### config.mk
export PLATFORM = sky130hd
export DESIGN_NAME = pipe_stall_ctrl
export DESIGN_NICKNAME = d
export VERILOG_FILES = /design/src/rtl/pipe_ctrl_pkg.sv /design/src/rtl/pipe_stall_ctrl_wait_watchdog.sv /design/src/rtl/pipe_stall_ctrl.sv
export SDC_FILE = /design/constraint.sdc
export NUM_CORES = 1
export LEC_CHECK = 0
export CAP_MARGIN = 10
export CORE_MARGIN = 2
export CORE_UTILIZATION = 47
export DETAILED_ROUTE_END_ITERATION = 8
export GPL_TIMING_DRIVEN = 1
export PLACE_DENSITY = 0.76
export SLEW_MARGIN = 20
export SYNTH_ARGS = -nofsm -noshare
export SYNTH_HDL_FRONTEND = slang
export SYNTH_SLANG_ARGS = --single-unit
### constraint.sdc
create_clock -name clk -period 1.9 [get_ports clk]
set_clock_uncertainty 0.1 [all_clocks]
set_input_delay 0.38 -clock clk [delete_from_list [all_inputs] [get_ports clk]]
set_output_delay 0.38 -clock clk [all_outputs]
set_load 0.1 [all_outputs]
### src/rtl/pipe_ctrl_pkg.sv
// Shared pipeline-control definitions: stall FSM state encoding and watchdog default.
package pipe_ctrl_pkg;

  typedef enum logic [1:0] {
    RUN      = 2'd0,
    MEM_WAIT = 2'd1,
    MD_WAIT  = 2'd2
  } stall_state_e;

  localparam int TIMEOUT_DEFAULT = 255;

  function automatic logic is_wait_state(input stall_state_e st);
    return (st == MEM_WAIT) || (st == MD_WAIT);
  endfunction

endpackage

### src/rtl/pipe_stall_ctrl_wait_watchdog.sv
// Wait-state residency counter with a sticky timeout flag; expire fires on the
// TIMEOUT-th consecutive cycle spent in the same wait state.
module wait_watchdog
  import pipe_ctrl_pkg::*;
#(
  parameter int TIMEOUT = TIMEOUT_DEFAULT
) (
  input  logic clk,
  input  logic rst_n,
  input  logic in_wait,
  input  logic state_change,
  output logic expire,
  output logic wd_timeout
);

  localparam logic [15:0] LIMIT = 16'(TIMEOUT - 1);

  logic [15:0] wait_cnt_reg;
  logic [15:0] wait_cnt_next;
  logic        wd_reg;
  logic        wd_next;

  assign expire     = in_wait && (wait_cnt_reg == LIMIT);
  assign wd_timeout = wd_reg;

  // Expiry always forces a state change, so the counter never passes LIMIT.
  always_comb begin
    wait_cnt_next = '0;
    wd_next       = wd_reg | expire;
    if (in_wait && !state_change) begin
      wait_cnt_next = wait_cnt_reg + 16'd1;
    end
  end

  always_ff @(posedge clk or negedge rst_n) begin
    if (!rst_n) begin
      wait_cnt_reg <= '0;
      wd_reg       <= 1'b0;
    end else begin
      wait_cnt_reg <= wait_cnt_next;
      wd_reg       <= wd_next;
    end
  end

endmodule

### src/rtl/pipe_stall_ctrl.sv
// Prioritised stall/flush sequencer for the 5-stage pipeline: mem wait, mul/div
// wait, redirect and load-use, with a stall-cycle counter and wait watchdog.
module pipe_stall_ctrl
  import pipe_ctrl_pkg::*;
#(
  parameter int TIMEOUT = TIMEOUT_DEFAULT,
  parameter int CNT_W   = 32
) (
  input  logic             clk,
  input  logic             rst_n,
  input  logic             load_use_hazard,
  input  logic             modify_pc_ex,
  input  logic             ex_muldiv,
  input  logic             muldiv_done,
  input  logic             mem_req,
  input  logic             dmem_ready,
  output logic             pc_en,
  output logic             if_id_en,
  output logic             id_ex_en,
  output logic             ex_mem_en,
  output logic             mem_wb_en,
  output logic             if_id_flush,
  output logic             id_ex_flush,
  output logic             ex_mem_flush,
  output logic             mem_wb_flush,
  output logic [CNT_W-1:0] stall_cnt,
  output logic             wd_timeout
);

  localparam logic [CNT_W-1:0] CNT_ONE = {{(CNT_W-1){1'b0}}, 1'b1};

  stall_state_e     state_reg;
  stall_state_e     state_next;
  logic             md_seen_reg;
  logic             md_seen_next;
  logic [CNT_W-1:0] stall_cnt_reg;
  logic             mem_stall;
  logic             md_stall;
  logic             wd_expire;

  // Bit order: [0]=pc, [1]=if_id, [2]=id_ex, [3]=ex_mem, [4]=mem_wb
  logic [4:0] en_c;
  logic [4:0] en_port;
  // Bit order: [0]=if_id, [1]=id_ex, [2]=ex_mem, [3]=mem_wb
  logic [3:0] flush_c;
  logic [3:0] flush_port;

  always_comb begin
    en_c       = 5'b11111;
    flush_c    = 4'b0000;
    state_next = RUN;
    mem_stall  = (state_reg == MEM_WAIT) ? !dmem_ready : (mem_req && !dmem_ready);
    md_stall   = !mem_stall && ex_muldiv && !muldiv_done && !md_seen_reg;

    if (mem_stall) begin
      en_c       = 5'b00000;
      flush_c    = 4'b1000;
      state_next = MEM_WAIT;
    end else if (md_stall) begin
      en_c       = 5'b11000;
      flush_c    = 4'b0100;
      state_next = MD_WAIT;
    end else if (modify_pc_ex) begin
      flush_c = 4'b0011;
    end else if (load_use_hazard) begin
      en_c    = 5'b11000;
      flush_c = 4'b0010;
    end

    // A stuck wait is broken by one pass through RUN; the request re-stalls if still present.
    if (wd_expire) begin
      state_next = RUN;
    end
  end

  // A done pulse swallowed by a mem freeze must not re-trigger a mul/div wait.
  always_comb begin
    md_seen_next = md_seen_reg;
    if (mem_stall && muldiv_done) begin
      md_seen_next = 1'b1;
    end else if (en_c[3]) begin
      md_seen_next = 1'b0;
    end
  end

  always_ff @(posedge clk or negedge rst_n) begin
    if (!rst_n) begin
      state_reg     <= RUN;
      md_seen_reg   <= 1'b0;
      stall_cnt_reg <= '0;
    end else begin
      state_reg   <= state_next;
      md_seen_reg <= md_seen_next;
      if (!en_c[0]) begin
        stall_cnt_reg <= stall_cnt_reg + CNT_ONE;
      end
    end
  end

  wait_watchdog #(
    .TIMEOUT(TIMEOUT)
  ) u_wait_watchdog (
    .clk         (clk),
    .rst_n       (rst_n),
    .in_wait     (is_wait_state(state_reg)),
    .state_change(state_next != state_reg),
    .expire      (wd_expire),
    .wd_timeout  (wd_timeout)
  );

  // Controls read as reset values while reset is held, whatever the requests.
  genvar gi;
  generate
    for (gi = 0; gi < 5; gi++) begin : g_en
      assign en_port[gi] = en_c[gi] | ~rst_n;
    end
    for (gi = 0; gi < 4; gi++) begin : g_flush
      assign flush_port[gi] = flush_c[gi] & rst_n;
    end
  endgenerate

  assign pc_en        = en_port[0];
  assign if_id_en     = en_port[1];
  assign id_ex_en     = en_port[2];
  assign ex_mem_en    = en_port[3];
  assign mem_wb_en    = en_port[4];
  assign if_id_flush  = flush_port[0];
  assign id_ex_flush  = flush_port[1];
  assign ex_mem_flush = flush_port[2];
  assign mem_wb_flush = flush_port[3];
  assign stall_cnt    = stall_cnt_reg;

endmodule

==> impl_metrics.ini, run 1 <==
[pwr]
p_int_mw = 2.43
leakage_nw = 1.97
power_mw = 4.33
switching_share = 0.439
clkPwrFrac = 0.196
powerDensity_mw_per_mm2 = 954
p_sw_mw = 1.90
pwr-share-seq = 0.346
ir_drop_uv = 806
comb_power_share = 0.458

[floorplanning]
dieArea_mm2 = 0.00631
core_area_mm2 = 0.00551
rows = 27
pin_count = 50
die_h_um = 79.4
die_x_um = 79.4
start_util = 0.486

[timing]
worst_pin_slew_ps = 455
hold_violations = 0
rsz0062_at_grt = true
relSlewSlack = 0.697
finalSetupTns_ps = -2860
layout_setup_ws_ps = -321
whs_ps = 114
fin_crit_sh = 1.17
fmax_ghz = 0.450
period_needed_ps = 2220
setup_violations = 17
drv_slew = 0

[clock_network]
clk_latency_ps = 340
cts_sinks = 52
htree_levels = 2
cts_made_buffers = 5
clockRootBuffer = clkbuf_8
clock_path_buffers = 2
cts_tree = done
clkTransAtPathRegs_ps = 100

[routing]
drtIter0Drc = 201
drc = 0
wl_per_cell_um = 21.5
antenna_left = 0
vias = 2490
wirelength_um = 8840
viasPerCell = 6.04
dr.pass1.iters = 4

[final_layout]
diodes = 0
final_cell_area_mm2 = 0.00454
post-route-util = 0.824
final_nets = 351
largest_reg_flops = 32
layout-drive-gt1-share = 0.488
syn_to_final_growth_pct = 69.7

[worst_setup_path]
crit_chain = inv_2 > ha_4 > o21ba_4 > buf_6 > buf_6 > nand2_8 > clkinvlp_4 > buf_12
start_kind = flip-flop
crit_path_end_kind = output pin
critPathMaxFanout = 3
crit_arrival_ps = 1740
crit_top_cell = buf_6
required_ps = 1420
slowest_delay_ps = 380
crit_type = flip-flop to output pin
crit_slowest_cell = dfrtp_1

[worst_hold_path]
hold_path.class = input port to asynchronous set/reset pin

[grt]
gr-total-overflow = 0
grt_max_degree = 37
grt_pass1_wl_um = 12200
grt.total_usage = 0.251
grt_pass1_vias = 2458
antenna_found_initial = 0

[synthesis]
synth-seq-area-share = 0.486
syn_inst = 249
synth-async-reset-ratio = 1.00
synth_edf_count = 0
avgSynthCellArea_um2 = 10.7
synthDistinctLibCells = 44
synth_seq_cells = 52
synthesis.area_mm2 = 0.00268
synth-main-ff-cell = dfrtp_1
synth_nets = 261
yosys_warnings = 0

[status]
status = finished with violations
violations = setup timing

[place]
dp_hpwl_um = 4930
place_congestion = 1.02
port_buffers = 49
dpl_cell_area_mm2 = 0.00399

[job]
cap_violations = 0
-- kinds of logic after synthesis --
| kind of cell | share of synthesized area |
|---|---|
| AND/OR/NAND/NOR | 0.250 |
| multiplexers | 0.00421 |
| buffers and inverters | 0.0365 |
| XOR/XNOR | 0.141 |
| adder cells (fa/ha/maj) | 0.0187 |
| AO/OA/AOI/OAI | 0.0636 |
| flip-flops | 0.486 |
-- synthesized netlist by cell type (2+ instances only) --
master,count,area share
nor3_1,9,0.017
clkbuf_1,2,0.0028
nand4_1,16,0.037
xnor2_1,16,0.052
nand2b_1,2,0.0047
nand3_1,10,0.019
xor2_1,27,0.088
buf_4,3,0.0084
a21oi_1,14,0.026
ha_1,4,0.019
buf_2,3,0.0056
nor4_1,15,0.035
nand2_1,15,0.021
and2_1,2,0.0047
a22oi_1,2,0.0056
and3_1,8,0.019
nor2_1,10,0.014
inv_1,6,0.0084
buf_6,2,0.0084
dfrtp_1,52,0.49
nand4_4,2,0.016
and4_1,7,0.023
-- power groups by stage --
stage	sequential, mW	clock (mW)	combinational (mW)
floorplan	2.17	0	0.391
global placement	1.48	0	1.81
detailed placement	1.49	0	1.84
CTS	1.48	0.825	1.89
global route	1.51	0.892	2.04
finish	1.50	0.848	1.98
-- metal layers --
layer,wire length (µm),vias to the layer above,track usage,share of wire
li1,-,1092,-,-
met1,3230,1265,0.292,0.37
met3,441,26,0.0509,0.050
met4,286,0,0.0966,0.032
met5,0,-,0,0
met2,4880,107,0.452,0.55
-- final timing paths --
| path | from | endpoint | slack, ps | cells after the start |
|---|---|---|---|---|
| worst max-delay path | state_reg[1]$_DFF_PN0_ | mem_wb_flush | -320 | 8 |
| worst min-delay path | rst_n | stall_cnt[7]$_DFFE_PN0N_ | 110 | 2 |
| worst max register to register | stall_cnt[5]$_DFFE_PN0N_ | stall_cnt[20]$_DFFE_PN0N_ | -80 | 4 |
| worst min register to register | stall_cnt[31]$_DFFE_PN0N_ | stall_cnt[31]$_DFFE_PN0N_ | 430 | 1 |
| max in group asynchronous | rst_n | stall_cnt[1]$_DFFE_PN0N_ | 1060 | 2 |
| min in group clk | stall_cnt[31]$_DFFE_PN0N_ | stall_cnt[31]$_DFFE_PN0N_ | 430 | 1 |
-- repair_timing --
action	4_1_cts	5_1_grt
gates cloned	0	2
pin swaps	8	24
resized for setup	15	42
setup buffers	7	6
hold buffers	0	0
endpoints found under the setup margin	26	48
-- final cells by class --
| cell class | instances | area, µm² |
|---|---|---|
| clock inverter | 2 | 38.8 |
| sequential | 52 | 1360 |
| multi-input combinational | 180 | 1590 |
| fill | 260 | 967 |
| clock buffer | 6 | 82.6 |
| inverter | 6 | 26.3 |
| timing repair buffer | 94 | 1350 |
| tap | 72 | 90.1 |
-- layout by cell type, fill, tap and decap left out, types with 3 or more instances in the layout --
cell type         n
buf_12           43
buf_4            30
xor2_1           27
dfrtp_1          24
dfrtp_2          17
nand4_1          16
xnor2_1          16
nand2_1          14
a21oi_1          11
dfrtp_4          11
nor4_4           10
nand3_1          10
buf_6            10
nor2_1            8
nor3_1            8
and3_1            6
clkbuf_8          6
and4_1            5
inv_1             4
nor4_1            3
ha_1              3
clkdlybuf4s50_1   3
-- metrics by stage --
stage	setup slack [ps]	instances
after detailed placement	-364	392
after floorplan	-333	249
after global routing	-401	412
after CTS	-338	407
after global placement	-342	392
final	-321	412
-- critical path, delay by kind of cell (launching register included) --
kind,cells,cell delay (ps)
and+or+nand+nor,1,80
adders and majority gates,1,160
DFF,1,380
buffers and inverters,5,580
AOI/OAI and AO/OA,1,220
(Power assumes the default switching activity.)
==> run 2: changes to the inputs <==
--- a/config.mk
+++ b/config.mk
@@ -6,7 +6,6 @@
 export NUM_CORES = 1
 export LEC_CHECK = 0
 export CAP_MARGIN = 10
-export CORE_MARGIN = 2
 export CORE_UTILIZATION = 47
 export DETAILED_ROUTE_END_ITERATION = 8
 export GPL_TIMING_DRIVEN = 1
==> run 2 against run 1 <==
  * The flow still finishes with violations (setup timing)
  * Worst setup slack got worse by 5.6 ps
  * Clock power fell by 20%
  * Wire length shrank 4.0%
  * Cell count increased by 1.2%
  * First-iteration DRC count fell by 15%
  * Critical path depth down 2
  * Via count shrank 1.5%
  * Global-route usage increased by 2.4 points
  * Flip-flop and latch count did not move
  * Combinational power about the same
  * Critical endpoint is now if_id_flush
  * Largest cell class unchanged
  * Largest power group unchanged
==> impl_metrics.ini, run 2 (synthesis results as in run 1) <==
[worst_setup_path]
ff2ff_setup_slack_ps = -190
start_kind = flip-flop
crit_type = flip-flop to output pin
crit_path_end_kind = output pin
critPathMaxFanout = 5
reg2reg_from = state_reg[1]$_DFF_PN0_
crit_arrival_ps = 1750
required_ps = 1420
critPathLaunch = state_reg[1]$_DFF_PN0_

[grt]
antenna_found_initial = 0
grt_pass1_wl_um = 12700
grt.total_usage = 0.275
gr-total-overflow = 0
grt_max_degree = 27
grt_pass1_vias = 2458

[routing]
drtIter0Drc = 171
wirelength_um = 8490
drc = 0
viasPerCell = 5.88
antenna_left = 0
dr.pass1.iters = 4
wl_per_cell_um = 20.4
vias = 2453

[place]
dp_hpwl_um = 4860
port_buffers = 49
place_congestion = 0.907

[clock_network]
clockRootBuffer = clkbuf_8
clkTransAtPathRegs_ps = 100
htree_levels = 2
cts_made_buffers = 5
cts_tree = done
clock_path_buffers = 2
cts_sinks = 52
clk_latency_ps = 320

[timing]
worst_pin_slew_ps = 483
setup_violations = 44
drv_slew = 0
whs_ps = 209
relSlewSlack = 0.677
rsz0062_at_grt = true
finalSetupTns_ps = -6680
hold_violations = 0
period_needed_ps = 2230
fmax_ghz = 0.449
layout_setup_ws_ps = -327
fin_crit_sh = 1.17

[floorplanning]
dieArea_mm2 = 0.00600
start_util = 0.486
die_h_um = 77.4
pin_count = 50
die_x_um = 77.4
core_area_mm2 = 0.00551
rows = 27

[final_layout]
final_nets = 356
largest_reg_flops = 32
layout_common_cells = buf_12, buf_4, xor2_1, dfrtp_1, dfrtp_2
mostFrequentLayoutCell = buf_12
diodes = 0
layout-drive-gt1-share = 0.528
post-route-util = 0.817
syn_to_final_growth_pct = 68.2

[pwr]
power_mw = 4.13
powerDensity_mw_per_mm2 = 919
leakage_nw = 1.87
ir_drop_uv = 859

[job]
cap_violations = 0

[status]
violations = setup timing
status = finished with violations

[worst_hold_path]
hold_path.class = input port to asynchronous set/reset pin
[run 2: cell types whose count changed in the layout (fill, tap and decap cells not counted), moves of 3 or more]
| cell | change |
|---|---|
| a21oi_1 | -10 |
| a21oi_2 | +11 |
| buf_4 | +9 |
| buf_6 | -5 |
| nor3_2 | +3 |
| nor4_2 | +8 |
| nor4_4 | -9 |
[run 2: final cells by class]
cell class,count,area (µm²)
clock buffers,6,82.6
repair buffers,99,1370
clock inverters,2,15.0
well taps,72,90.1
multi-input cells,180,1550
flip-flops and latches,52,1360
inverters,6,26.3
fillers,277,1010
[run 2: layer usage]
| metal | wire [µm] | global-route usage |
|---|---|---|
| met5 | 0 | 0 |
| met4 | 323 | 0.104 |
| met3 | 365 | 0.0459 |
| met2 | 4650 | 0.514 |
| met1 | 3160 | 0.309 |
[run 2: path summary, 6_finish.rpt]
check / end / cells past startpoint
setup reg to reg: stall_cnt[26]$_DFFE_PN0N_ / 9
hold reg to reg: stall_cnt[22]$_DFFE_PN0N_ / 1
hold / removal: u_wait_watchdog.wait_cnt_reg[10]$_DFF_PN0_ / 2
max in group asynchronous: state_reg[1]$_DFF_PN0_ / 2
min in group clk: stall_cnt[22]$_DFFE_PN0N_ / 1
setup / recovery: if_id_flush / 6
[run 2: metrics by stage]
stage / cells / area (µm²) / worst slack (ps)
after global routing: 417 / 4500 / -354
after floorplan: 249 / 2850 / -333
final: 417 / 4500 / -327
after detailed placement: 392 / 4000 / -378
after CTS: 410 / 4300 / -321
after global placement: 392 / 4000 / -356
[run 2: worst max-delay path, stage by stage, from the launching register on]
cell	delay, ps
dfrtp_1	400
inv_2	70
ha_4	160
o21ba_4	220
nor2_2	190
and3_4	220
buf_12	170
[run 2: power breakdown]
group          switching [mW]  leakage [nW]  total [mW]  internal (mW)
combinational            1.21          1.19        1.96          0.747
sequential              0.230         0.633        1.49           1.26
clock                   0.385        0.0434       0.681          0.296
[run 2: timing repair]
item / CTS / global route
pin swaps: 6 / 8
resized for setup: 25 / 28
endpoints found under the hold margin: 4 / 0
setup endpoints to repair: 32 / 54
hold buffers: 1 / 0
buffers inserted: 10 / 7
cloned: 1 / 1
==> run 3: changes to the inputs <==
--- a/config.mk
+++ b/config.mk
@@ -6,10 +6,11 @@
 export NUM_CORES = 1
 export LEC_CHECK = 0
 export CAP_MARGIN = 10
-export CORE_UTILIZATION = 47
+export CORE_UTILIZATION = 49
+export CTS_BUF_LIST = sky130_fd_sc_hd__clkbuf_2
 export DETAILED_ROUTE_END_ITERATION = 8
 export GPL_TIMING_DRIVEN = 1
-export PLACE_DENSITY = 0.76
+export PLACE_DENSITY = 0.79
 export SLEW_MARGIN = 20
 export SYNTH_ARGS = -nofsm -noshare
 export SYNTH_HDL_FRONTEND = slang
==> run 3 against run 2 <==
  * The flow still finishes with violations (setup timing)
  * Sequential power hardly changed
  * Register-to-register slack got worse by 130 ps
  * Cell count rose by 0.48%
  * Flip-flop and latch count is the same
  * Clock power down 32%
  * Core utilization grew 7.1 points
  * Non-clock buffer count rose by 3
  * Power is 0.21% higher
  * Worst setup slack worse by 240 ps
  * Die area is 4.0% lower
  * Critical path depth decreased by 1
  * Critical path type unchanged
  * Largest cell class unchanged
==> impl_metrics.ini, run 3 (synthesis results as in run 1) <==
[timing]
setup_violations = 54
rsz0062_at_grt = true
hold_violations = 0
fin_crit_sh = 1.30
drv_slew = 0
whs_ps = 110
period_needed_ps = 2470
layout_setup_ws_ps = -567
fmax_ghz = 0.405
relSlewSlack = 0.624
worst_pin_slew_ps = 564
finalSetupTns_ps = -10420

[place]
dp_hpwl_um = 4970
post-place-ws_ps = -491
port_buffers = 49
place_congestion = 0.937

[final_layout]
layout-drive-gt1-share = 0.556
diodes = 0
post-route-util = 0.888
syn_to_final_growth_pct = 71.8
final_nets = 360
mostFrequentLayoutCell = buf_12
layout_common_cells = buf_12, buf_4, xor2_1, dfrtp_1, dfrtp_2
nFillCells = 191
largest_reg_flops = 32

[clock_network]
cts_sinks = 52
clk_latency_ps = 470
clockRootBuffer = clkbuf_2
clock_path_buffers = 2
htree_levels = 2
clkTransAtPathRegs_ps = 290
cts_made_buffers = 5
cts_tree = done

[pwr]
powerDensity_mw_per_mm2 = 901
power_mw = 4.14
leakage_nw = 1.94
ir_drop_uv = 1380

[worst_setup_path]
crit_arrival_ps = 1990
critPathMaxFanout = 4
start_kind = flip-flop
crit_type = flip-flop to output pin
required_ps = 1420
critPathBufInv = 1
crit_slowest_cell = dfrtp_1
slowest_delay_ps = 490
path_delay_family = flip-flops
crit_path_end_kind = output pin
crit_chain = ha_4 > o21ba_4 > nor3_4 > nand2b_4 > buf_12

[grt]
grt_max_degree = 44
antenna_found_initial = 0
grt_pass1_vias = 2405
gr-total-overflow = 0
grt_pass1_wl_um = 11400
grt.total_usage = 0.268

[routing]
drc = 0
wl_per_cell_um = 25.2
drtIter0Drc = 253
dr.pass1.iters = 4
wirelength_um = 10600
antenna_left = 0
vias = 2691
viasPerCell = 6.42

[job]
cap_violations = 0

[floorplanning]
die_h_um = 75.9
die_x_um = 75.9
core_area_mm2 = 0.00517
rows = 26
dieArea_mm2 = 0.00576
start_util = 0.517
pin_count = 50

[status]
violations = setup timing
status = finished with violations

[worst_hold_path]
hold_path.class = input port to asynchronous set/reset pin
==> run 3: cell type report <==
cell class	count	area, µm²	share of cell area
multi-input combinational	181	1710	0.372
timing repair buffer	102	1370	0.298
sequential	52	1360	0.297
tap	70	87.6	0.0191
clock buffer	7	35.0	0.00762
inverter	6	26.3	0.00572
clock inverter	1	3.75	0.000817
==> run 3: through the flow <==
step,cell area (µm²),instances
floorplan,2850,249
detailed placement,3990,390
CTS,4160,406
finish,4600,419
global placement,3990,390
global route,4600,419
==> run 3: worst paths after layout <==
| kind | cells past startpoint | endpoint | slack, ps | start |
|---|---|---|---|---|
| min | 2 | stall_cnt[14]$_DFFE_PN0N_ | 110 | rst_n |
| min reg2reg | 1 | stall_cnt[31]$_DFFE_PN0N_ | 460 | stall_cnt[31]$_DFFE_PN0N_ |
| max | 5 | id_ex_en | -570 | state_reg[0]$_DFF_PN0_ |
| max in group asynchronous | 3 | stall_cnt[10]$_DFFE_PN0N_ | 810 | rst_n |
| max reg2reg | 8 | stall_cnt[1]$_DFFE_PN0N_ | -320 | state_reg[0]$_DFF_PN0_ |
| min in group clk | 1 | stall_cnt[31]$_DFFE_PN0N_ | 460 | stall_cnt[31]$_DFFE_PN0N_ |
==> run 3: routing by layer <==
layer,global-route usage,vias to the layer above,share of wire,wire (µm)
met5,0,-,0,0
met4,0.119,0,0.059,628
met3,0.0384,66,0.068,720
met2,0.504,192,0.51,5400
met1,0.298,1320,0.36,3820
li1,-,1113,-,-
==> run 3: power by group <==
part	internal [mW]	switching, mW	total, mW	leakage [nW]
clock	0.0980	0.367	0.465	0.0306
sequential	1.27	0.248	1.51	0.633
combinational	0.825	1.34	2.16	1.28
==> run 3: timing repair <==
action                                  in CTS  in global routing
endpoints found under the setup margin      34                 46
setup buffers                                8                 14
hold buffers                                 1                  0
gates resized for setup                     13                 63
endpoints found under the hold margin        9                  0
gates cloned                                 0                  1
pin swaps                                    6                 45
